## src/rtl/mult_pkg.sv

```systemverilog
// Shared constants and types for the online multiplier's digit-serial front end.
package mult_pkg;

   localparam int DIGIT_W_DEF = 4;
   localparam int STATE_W_DEF = 2;

   // Redundant signed-digit pair; plus and minus set in the same bit is legal.
   typedef struct packed {
      logic [DIGIT_W_DEF-1:0] plus;
      logic [DIGIT_W_DEF-1:0] minus;
   } digit_pair_t;

endpackage : mult_pkg

```

## src/rtl/d_ff_delay_bank_if.sv

```systemverilog
// Digit-pair and state-register signals between the front end and the delay bank.
interface d_ff_delay_bank_if
   import mult_pkg::*;
#(
   parameter int DIGIT_W = DIGIT_W_DEF,
   parameter int STATE_W = STATE_W_DEF
) ();

   logic [DIGIT_W-1:0] x_plus_d;
   logic [DIGIT_W-1:0] x_minus_d;
   logic [DIGIT_W-1:0] x_plus_q;
   logic [DIGIT_W-1:0] x_minus_q;
   logic [STATE_W-1:0] state_d;
   logic               state_en;
   logic [STATE_W-1:0] state_q;

   modport master (
      output x_plus_d, x_minus_d, state_d, state_en,
      input  x_plus_q, x_minus_q, state_q
   );

   modport slave (
      input  x_plus_d, x_minus_d, state_d, state_en,
      output x_plus_q, x_minus_q, state_q
   );

endinterface : d_ff_delay_bank_if

```

## src/rtl/dff_reg_en.sv

```systemverilog
// W-bit register with asynchronous active-low clear and load enable.
module dff_reg_en #(
   parameter int W = 1
) (
   input  logic         clk,
   input  logic         rst_n,
   input  logic         en,
   input  logic [W-1:0] d,
   output logic [W-1:0] q
);

   // NOTE: non-blocking assignment keeps chained stages shifting by exactly one
   // position per edge, and the async clear gives every flop a defined value.
   always_ff @(posedge clk or negedge rst_n) begin
      if (!rst_n) begin
         q <= '0;
      end else if (en) begin
         q <= d;
      end
   end

endmodule : dff_reg_en

```

## src/rtl/d_ff_delay_bank.sv

```systemverilog
// Fixed-latency delay line for the digit pair plus an enabled state register.
module d_ff_delay_bank
   import mult_pkg::*;
#(
   parameter int DIGIT_W = DIGIT_W_DEF,
   parameter int STATE_W = STATE_W_DEF,
   parameter int DEPTH   = 1
) (
   input logic               clk,
   input logic               rst_n,
   d_ff_delay_bank_if.slave  bus
);

   if (DEPTH < 1 || DEPTH > 8) begin : g_depth_check
      $error("d_ff_delay_bank: DEPTH must be in 1..8");
   end

   logic [DIGIT_W-1:0] plus_stage  [DEPTH];
   logic [DIGIT_W-1:0] minus_stage [DEPTH];

   for (genvar k = 0; k < DEPTH; k++) begin : g_stage
      logic [DIGIT_W-1:0] plus_in;
      logic [DIGIT_W-1:0] minus_in;

      if (k == 0) begin : g_head
         assign plus_in  = bus.x_plus_d;
         assign minus_in = bus.x_minus_d;
      end else begin : g_tail
         assign plus_in  = plus_stage[k-1];
         assign minus_in = minus_stage[k-1];
      end

      dff_reg_en #(.W(DIGIT_W)) u_plus (
         .clk   (clk),
         .rst_n (rst_n),
         .en    (1'b1),
         .d     (plus_in),
         .q     (plus_stage[k])
      );

      dff_reg_en #(.W(DIGIT_W)) u_minus (
         .clk   (clk),
         .rst_n (rst_n),
         .en    (1'b1),
         .d     (minus_in),
         .q     (minus_stage[k])
      );
   end

   assign bus.x_plus_q  = plus_stage[DEPTH-1];
   assign bus.x_minus_q = minus_stage[DEPTH-1];

   // Downstream select logic sees the previous-cycle state value.
   dff_reg_en #(.W(STATE_W)) u_state (
      .clk   (clk),
      .rst_n (rst_n),
      .en    (bus.state_en),
      .d     (bus.state_d),
      .q     (bus.state_q)
   );

endmodule : d_ff_delay_bank

```

## src/flat_wrapper.sv

```systemverilog
// flat-port wrapper written by rule: the top's interface ports become plain ports
module d_ff_delay_bank_flat import mult_pkg::*;
#(
   parameter int DIGIT_W = DIGIT_W_DEF,
   parameter int STATE_W = STATE_W_DEF,
   parameter int DEPTH   = 1
)
  (clk, rst_n, bus_x_plus_d, bus_x_minus_d, bus_state_d, bus_state_en, bus_x_plus_q, bus_x_minus_q, bus_state_q);
  d_ff_delay_bank_if #(.DIGIT_W(DIGIT_W), .STATE_W(STATE_W)) bus_i ();
  input logic clk;
  input logic rst_n;
  input wire logic [$bits(bus_i.x_plus_d)-1:0] bus_x_plus_d;
  input wire logic [$bits(bus_i.x_minus_d)-1:0] bus_x_minus_d;
  input wire logic [$bits(bus_i.state_d)-1:0] bus_state_d;
  input wire logic [$bits(bus_i.state_en)-1:0] bus_state_en;
  output wire logic [$bits(bus_i.x_plus_q)-1:0] bus_x_plus_q;
  output wire logic [$bits(bus_i.x_minus_q)-1:0] bus_x_minus_q;
  output wire logic [$bits(bus_i.state_q)-1:0] bus_state_q;
  assign bus_i.x_plus_d = bus_x_plus_d;
  assign bus_i.x_minus_d = bus_x_minus_d;
  assign bus_i.state_d = bus_state_d;
  assign bus_i.state_en = bus_state_en;
  assign bus_x_plus_q = bus_i.x_plus_q;
  assign bus_x_minus_q = bus_i.x_minus_q;
  assign bus_state_q = bus_i.state_q;
  d_ff_delay_bank #(.DIGIT_W(DIGIT_W), .STATE_W(STATE_W), .DEPTH(DEPTH)) u_core (.clk(clk), .rst_n(rst_n), .bus(bus_i));
endmodule
```

## config.mk

```make
export PLATFORM = sky130hd
export DESIGN_NAME = d_ff_delay_bank_flat
export DESIGN_NICKNAME = d
export VERILOG_FILES = /design/src/rtl/mult_pkg.sv /design/src/rtl/d_ff_delay_bank_if.sv /design/src/rtl/dff_reg_en.sv /design/src/rtl/d_ff_delay_bank.sv /design/src/flat_wrapper.sv
export SDC_FILE = /design/constraint.sdc
export NUM_CORES = 1
export LEC_CHECK = 0
export BUFFER_PORTS_ARGS = -buffer_cell sky130_fd_sc_hd__buf_2
export CORE_AREA = 5 5 42 44
export DETAILED_ROUTE_END_ITERATION = 8
export DIE_AREA = 0 0 47 49
export SETUP_SLACK_MARGIN = 0.1
export SLEW_MARGIN = 0
export SYNTH_ARGS = -nofsm -noshare
export SYNTH_HDL_FRONTEND = slang
export SYNTH_SLANG_ARGS = --single-unit
```

## constraint.sdc

```tcl
create_clock -name clk -period 1 [get_ports clk]
set_input_delay 0.05 -clock clk [delete_from_list [all_inputs] [get_ports clk]]
set_output_delay 0.05 -clock clk [all_outputs]
set_load 0.02 [all_outputs]
```

==> summary.md, run 1 <==
| Metric | Value |
|---|---|
| Dpl cells | `50` |
| Share of cells above drive strength 1 | `58.7%` |
| Worst hold path class | `in -> reg` |
| Max Freq | `between 1000 and 1500 MHz` |
| CP peak stage delay | `roughly 0.38 ns` |
| CTS Root Cell | `clkbuf_4` |
| Maximum level of the CTS H-tree | `1` |
| First-pass GRT wire length | `approximately 1.2 mm` |
| Seq/Total Area, Yosys | `just over 90%` |
| GR Util All Layers | `under 10%` |
| Synth Area per Inst | `roughly 23 um2` |
| Leakage | `between 0.2 and 0.3 nW` |
| Final Max Tran Viols | `0` |
| Crit Path Max Fanout | `1` |
| Num rows | `14` |
| Number of buffers created by CTS | `3` |
| Ys Warns | `0` |
| Final Critical Period | `0.846 ns` |
| Clock buffer depth | `2` |
| Cell type with the largest total area after synthesis | `dfrtp_1` |
| Post-route ant nets | `0` |
| Pin count of the biggest net entering global routing | `11` |
| Slowest-stage cell, CP | `dfrtp_1` |
| Status | `completed` |
| Clk slew on worst S/H paths | `roughly 0.06 ns` |
| Worst Setup Start Kind | `register` |
| Fin crit share | `84.6%` |
| Kind of critical path | `reg -> out` |
| Fin. Hold Viols | `0` |
| CTS sink cnt | `10` |
| Worst-Margin Slew | `approximately 0.23 ns` |
| Antenna diode count | `0` |
| Initial antenna violation count | `0` |
| Die span in x | `~47 um` |
| Synth unique cells | `2` |
| Port Buffer Count | `22` |
| Die Area | `~2300 um2` |
| Final RePlAce weighted congestion | `0.688` |
| Worst Path Buf+Inv | `1` |
| Worst skew pair latency | `roughly 0.25 ns` |
| Gr ovfl total | `0` |
| Vias in the first global route | `roughly 300` |
| WL per Instance | `between 10 and 15 um` |
| Die span in y | `between 40 and 50 um` |
| Core area | `approximately 1400 um2` |
| Max-slew headroom | `85.0%` |
| Max_cap viols | `0` |
| Flops & latches, synth | `10` |
| Vias per inst | `roughly 3.8` |
| Largest delay contributor family on the critical path | `flip-flops` |
| Final Setup Violations | `0` |
| # IOs | `23` |
| Via count | `about 240` |
| WP data arrival | `0.80 ns` |
| Initial Utilization | `19.5%` |
| Post-route DRC | `0` |
| Crit path cell chain | `buf_2` |
| Synth Instances | `12` |
| Synth top area share | `between 90% and 100%` |
| Synth-to-Final Area Change | `89.0%` |
| DR iter-0 viols | `2` |
| Clk_skew | `0 ns` |
| DR pass1 iterations | `2` |
| VDD IR max | `about 0.58 mV` |
| Crit end category | `output port` |
| Post-Syn Nets | `25` |
| Mapped cell area | `273 um2` |
| Pwr dens | `~1600 nW/um2` |
| Setup TNS | `0 ns` |
| WL final | `roughly 750 um` |
| Nets | `slightly above 60` |
| RSZ-0062 raised after global routing | `no` |
| Ranking of synthesized cells by area | `dfrtp_1 (92%), mux2_2 (8.3%)` |
| Data required, critical path | `0.95 ns` |
| Non-Filler Instances | `62` |
| CTS tree | `built` |
Yosys cell counts:
library cell,number
dfrtp_1,10
mux2_2,2
routing by layer:
metal	part of all wire (%)	global-route usage, %
met1	30	6.36
met2	46	11.1
met3	23	7.01
met4	0	5.53
met5	0	0
power breakdown:
part	internal (W)	switching, W	leakage (nW)
Clock	0.000138	0.000124	0.0138
Sequential	0.000429	0.00000783	0.117
Combinational	0.0000628	0.0000619	0.132
stage by stage:
stage | hold WS [ns] | cell area [um2] | worst slack, ns | total power (W) | utilization (%)
after floorplan | -0.246 | 273 | 0.174 | 0.000485 | -
after global routing | 0.00523 | 515 | 0.125 | 0.000880 | 36.8
after CTS | 0.0134 | 515 | 0.137 | 0.000848 | 36.8
final | 0.0244 | 515 | 0.154 | 0.000823 | 36.8
after global placement | -0.0845 | 403 | 0.279 | 0.000543 | 28.7
after detailed placement | -0.0792 | 403 | 0.263 | 0.000544 | 28.7
cells by family after synthesis:
kind of cell,count (synthesis),synth area share (%)
flops,10,91.7
mux,2,8.26
registers in the layout (all words and copies together), names as in the netlist:
signal,flops
u_core.g_stage.u_minus.q,4
u_core.g_stage.u_plus.q,4
u_core.u_state.q,2
path summary, 6_finish.rpt:
kind,to,cells past startpoint,slack (ns),start
setup / recovery,bus_x_plus_q[3],1,0.15,u_core.g_stage[0].u_plus.q[3]$_DFF_PN0_
hold / removal,u_core.u_state.q[1]$_DFFE_PN0P_,2,0.02,bus_state_d[1]
setup reg to reg,u_core.u_state.q[1]$_DFFE_PN0P_,1,0.26,u_core.u_state.q[1]$_DFFE_PN0P_
hold reg to reg,u_core.u_state.q[0]$_DFFE_PN0P_,1,0.51,u_core.u_state.q[0]$_DFFE_PN0P_
max in group asynchronous,u_core.g_stage[0].u_plus.q[2]$_DFF_PN0_,2,0.64,rst_n
min in group asynchronous,u_core.u_state.q[1]$_DFFE_PN0P_,2,0.17,rst_n
cell usage in the layout, fill, tap and decap left out:
master,n
dlygate4sd3_1,9
clkbuf_4,3
dfrtp_1,10
buf_2,22
mux2_2,2
cell type report:
class | instances | area (um2)
Clock buffer | 3 | 22.5
Fill cell | 137 | 886
Multi-Input combinational cell | 2 | 22.5
Sequential cell | 10 | 250
Tap cell | 16 | 20.0
Timing Repair Buffer | 31 | 200
repair_timing:
item / 4_1_cts / 5_1_grt
buffers inserted: 0 / 0
resized for setup: 0 / 0
hold buffers: 9 / 0
endpoints found under the hold margin: 18 / 0
(Power assumes the default switching activity.)
==> inputs of run 2 (changes only) <==
Settings changed: ABC_AREA set to 1.
Clock period 1 ns to 0.8 ns, I/O delays scaled along.
==> run 2 against run 1 <==
Against the previous run:
- the run now ends with setup timing left
- via count up 16%
- sequential power increased by 26%
- routed wire length increased by 18%
- power up 48%
- die area is the same
- critical endpoint is now bus_x_plus_q[0]
- largest power group unchanged
==> summary.md, run 2 <==
| Metric | Value |
|---|---|
| Synth top area share | `90.5% (was 91.7%)` |
| Max_cap viols | `0 (unchanged)` |
| XOR/XNOR share of the synthesized area | `0% (unchanged)` |
| Worst-Margin Slew | `0.222 ns (was 0.225 ns)` |
| GR Layer Usage met1 | `6.35% (was 6.36%)` |
| Power Total | `0.00122 W (was 0.000823 W)` |
| Placed cell area | `407 um2 (was 403 um2)` |
| Detail Placement HPWL | `between 500 and 600 um` |
| R2r worst-path depth | `3 (was 1)` |
| First-pass GRT wire length | `1.37 mm (was 1.15 mm)` |
| WL final | `885 um (was 747 um)` |
| Initial antenna violation count | `0 (unchanged)` |
| Maximum level of the CTS H-tree | `1 (unchanged)` |
| Cell with the most instances after synthesis | `dfrtp_1 (unchanged)` |
| DR iter-0 viols | `0 (was 2)` |
| Register share of total power | `45.3% (was 53.0%)` |
| WL per Instance | `12.3 um (was 12.0 um)` |
| Max Freq | `~1200 MHz` |
| Synth Area per Inst | `16.3 um2 (was 22.7 um2)` |
| Comb power frac | `17.2% (was 15.1%)` |
| Clk slew on worst S/H paths | `0.07 ns (was 0.06 ns)` |
| Worst hold path class | `in -> async (was in -> reg)` |
| Synth Instances | `17 (was 12)` |
| Multiplexer share of the synthesized area | `0% (was 8.26%)` |
| Leakage | `0.325 nW (was 0.262 nW)` |
| Worst Setup Start Kind | `register (unchanged)` |
| Async S/R FF share, synth | `100% (unchanged)` |
| Vias in the first global route | `334 (was 297)` |
| Cell type with the largest total area after synthesis | `dfrtp_1 (unchanged)` |
| Final Setup Violations | `10 (was 0)` |
| Failing checks | `setup timing` |
| Post-Syn Nets | `30 (was 25)` |
| Status | `finished with violations (was completed)` |
| Post-synthesis compound-gate area fraction | `0% (unchanged)` |
| RSZ-0062 raised after global routing | `yes (was no)` |
| Antenna diode count | `0 (unchanged)` |
| Synth unique cells | `3 (was 2)` |
| Data required, critical path | `0.76 ns (was 0.95 ns)` |
| Most frequent cells in the layout | `dlygate4sd3_1 (12), buf_2 (12), buf_6 (10), dfrtp_1 (10), nand2_1 (5) (was buf_2 (22), dfrtp_1 (10), dlygate4sd3_1 (9), clkbuf_4 (3), mux2_2 (2))` |
| Share of cells above drive strength 1 | `50.0% (was 58.7%)` |
| Via count | `276 (was 238)` |
| Kind of critical path | `reg -> out (unchanged)` |
| Crit path cell chain | `buf_6 (was buf_2)` |
| Crit Path Max Fanout | `1 (unchanged)` |
| Synth Flop Type | `dfrtp_1 (unchanged)` |
| Crit path from | `u_core.g_stage[0].u_plus.q[0]$_DFF_PN0_ (was u_core.g_stage[0].u_plus.q[3]$_DFF_PN0_)` |
| WP data arrival | `0.79 ns (was 0.80 ns)` |
| Final RePlAce weighted congestion | `0.656 (was 0.688)` |
| Die span in x | `47 um (unchanged)` |
| Final Worst Setup Slack | `-0.0325 ns (was 0.154 ns)` |
| Commonest cells in the netlist | `dfrtp_1 (10), nand2_1 (6), inv_1 (1) (was dfrtp_1 (10), mux2_2 (2))` |
| Port Buffer Count | `22 (unchanged)` |
| Die span in y | `49 um (unchanged)` |
| Clk_skew | `0 ns (unchanged)` |
| Top Registers | `u_core.g_stage.u_minus.q: 4 flops, u_core.g_stage.u_plus.q: 4 flops, u_core.u_state.q: 2 flops (unchanged)` |
| Post-route DRC | `0 (unchanged)` |
| Net Sw Frac | `23.1% (was 23.5%)` |
| VDD IR max | `0.862 mV (was 0.585 mV)` |
| Number of buffers created by CTS | `3 (unchanged)` |
| Met2 usage | `14.7% (was 11.1%)` |
| Crit end category | `output port (unchanged)` |
| Mapped cell area | `277 um2 (was 273 um2)` |
| Post-Synth Adder-Cell Area | `0% (unchanged)` |
| Die Area | `2300 um2 (unchanged)` |
| Routing usage on met3 | `8.49% (was 7.01%)` |
| Final Critical Period | `0.832 ns` |
| CP peak stage delay | `0.39 ns (was 0.38 ns)` |
| Ranking of synthesized cells by area | `dfrtp_1 (90%), nand2_1 (8.1%), inv_1 (1.4%) (was dfrtp_1 (92%), mux2_2 (8.3%))` |
| Non-Filler Instances | `72 (was 62)` |
| Dpl cells | `55 (was 50)` |
| Synth-to-Final Area Change | `130% (was 89.0%)` |
| CTS tree | `built (unchanged)` |
| Gr ovfl total | `0 (unchanged)` |
| Power share of the clock group | `37.5% (was 31.8%)` |
| Fin. Hold Viols | `0 (unchanged)` |
| Pwr dens | `1910 nW/um2 (was 1600 nW/um2)` |
| Nets | `70 (was 61)` |
| Clock buffer depth | `2 (unchanged)` |
| Worst skew pair latency | `0.27 ns (was 0.25 ns)` |
| Internal power | `0.000935 W (was 0.000630 W)` |
| Slowest-stage cell, CP | `dfrtp_1 (unchanged)` |
| Largest delay contributor family on the critical path | `flip-flops (unchanged)` |
| Final Hold Slack | `0.176 ns (was 0.0244 ns)` |
| Seq/Total Area, Yosys | `90.5% (was 91.7%)` |
| Final Max Tran Viols | `0 (unchanged)` |
| Reg-to-reg startpoint | `u_core.u_state.q[1]$_DFFE_PN0P_ (unchanged)` |
| CTS Root Cell | `clkbuf_4 (unchanged)` |
| GR Util All Layers | `9.10% (was 7.69%)` |
| Design Area, Final | `636 um2 (was 515 um2)` |
| Core area | `1400 um2 (unchanged)` |
| Worst path depth | `1 (unchanged)` |
| DR pass1 iterations | `1 (was 2)` |
| Post-route ant nets | `0 (unchanged)` |
| Flops & latches, synth | `10 (unchanged)` |
| Ys Warns | `0 (unchanged)` |
| Max-slew headroom | `85.2% (was 85.0%)` |
| # IOs | `23 (unchanged)` |
| Synth Area in Simple Gates | `8.14% (was 0%)` |
| Num rows | `14 (unchanged)` |
| Initial Utilization | `19.7% (was 19.5%)` |
| Pre-CTS setup slack | `0.213 ns (was 0.263 ns)` |
| Switching Power | `0.000281 W (was 0.000193 W)` |
| Fin crit share | `104%` |
| EDFF count, synth | `0 (unchanged)` |
| Vias per inst | `3.83 (was 3.84)` |
| Grt peak-use layer | `met2 (unchanged)` |
| Pin count of the biggest net entering global routing | `11 (unchanged)` |
| CTS sink cnt | `10 (unchanged)` |
| Main combinational cell family by area after synthesis | `simple AND/OR/NAND/NOR gates (was multiplexers)` |
| Worst Path Buf+Inv | `1 (unchanged)` |
-- run 2: area by class of cell --
cell class / count / area (um2)
clock buffer: 4 / 36.3
fill: 127 / 766
inverter: 1 / 3.75
multi-input combinational: 6 / 25.0
sequential: 10 / 250
tap: 16 / 20.0
timing repair buffer: 35 / 300
-- run 2: repair_timing --
item / 4_1_cts / 5_1_grt
resized for setup: 20 / 1
pin swaps: 0 / 1
hold buffers: 12 / 0
endpoints found under the hold margin: 20 / 0
cloned: 0 / 0
endpoints found under the setup margin: 10 / 10
buffers inserted: 0 / 1
-- run 2: cell families after synthesis --
family                 after synthesis
buffers and inverters                1
DFF                                 10
and+or+nand+nor                      6
-- run 2: power groups by stage --
| stage | combinational (W) | clock [W] | sequential, W |
|---|---|---|---|
| after floorplan | 0.00000916 | 0 | 0.000593 |
| after global placement | 0.000122 | 0 | 0.000552 |
| after detailed placement | 0.000122 | 0 | 0.000554 |
| after CTS | 0.000202 | 0.000473 | 0.000551 |
| after global routing | 0.000227 | 0.000509 | 0.000553 |
| final | 0.000210 | 0.000456 | 0.000551 |
-- run 2: final timing paths --
| check | to | slack (ns) |
|---|---|---|
| max in group asynchronous | u_core.g_stage[0].u_minus.q[0]$_DFF_PN0_ | 0.44 |
| hold / removal | u_core.u_state.q[1]$_DFFE_PN0P_ | 0.18 |
| setup reg to reg | u_core.u_state.q[1]$_DFFE_PN0P_ | 0.08 |
| setup / recovery | bus_x_plus_q[0] | -0.03 |
| hold reg to reg | u_core.u_state.q[0]$_DFFE_PN0P_ | 0.50 |
| min in group clk | u_core.g_stage[0].u_minus.q[1]$_DFF_PN0_ | 0.40 |
-- run 2: metrics by stage --
stage / utilization [%] / TNS [ns]
2_1_floorplan: - / 0
3_3_place_gp: 29.0 / 0
3_5_place_dp: 29.0 / 0
4_1_cts: 44.6 / -0.292
5_1_grt: 45.4 / -0.523
6_report: 45.4 / -0.169
-- run 2: layer usage --
layer / routed length, um / share of wire (%) / vias up
met3: 184 / 21 / 3
met1: 254 / 29 / 120
met5: 0 / 0 / -
met4: 25 / 2.8 / 0
met2: 421 / 48 / 26
li1: - / - / 127
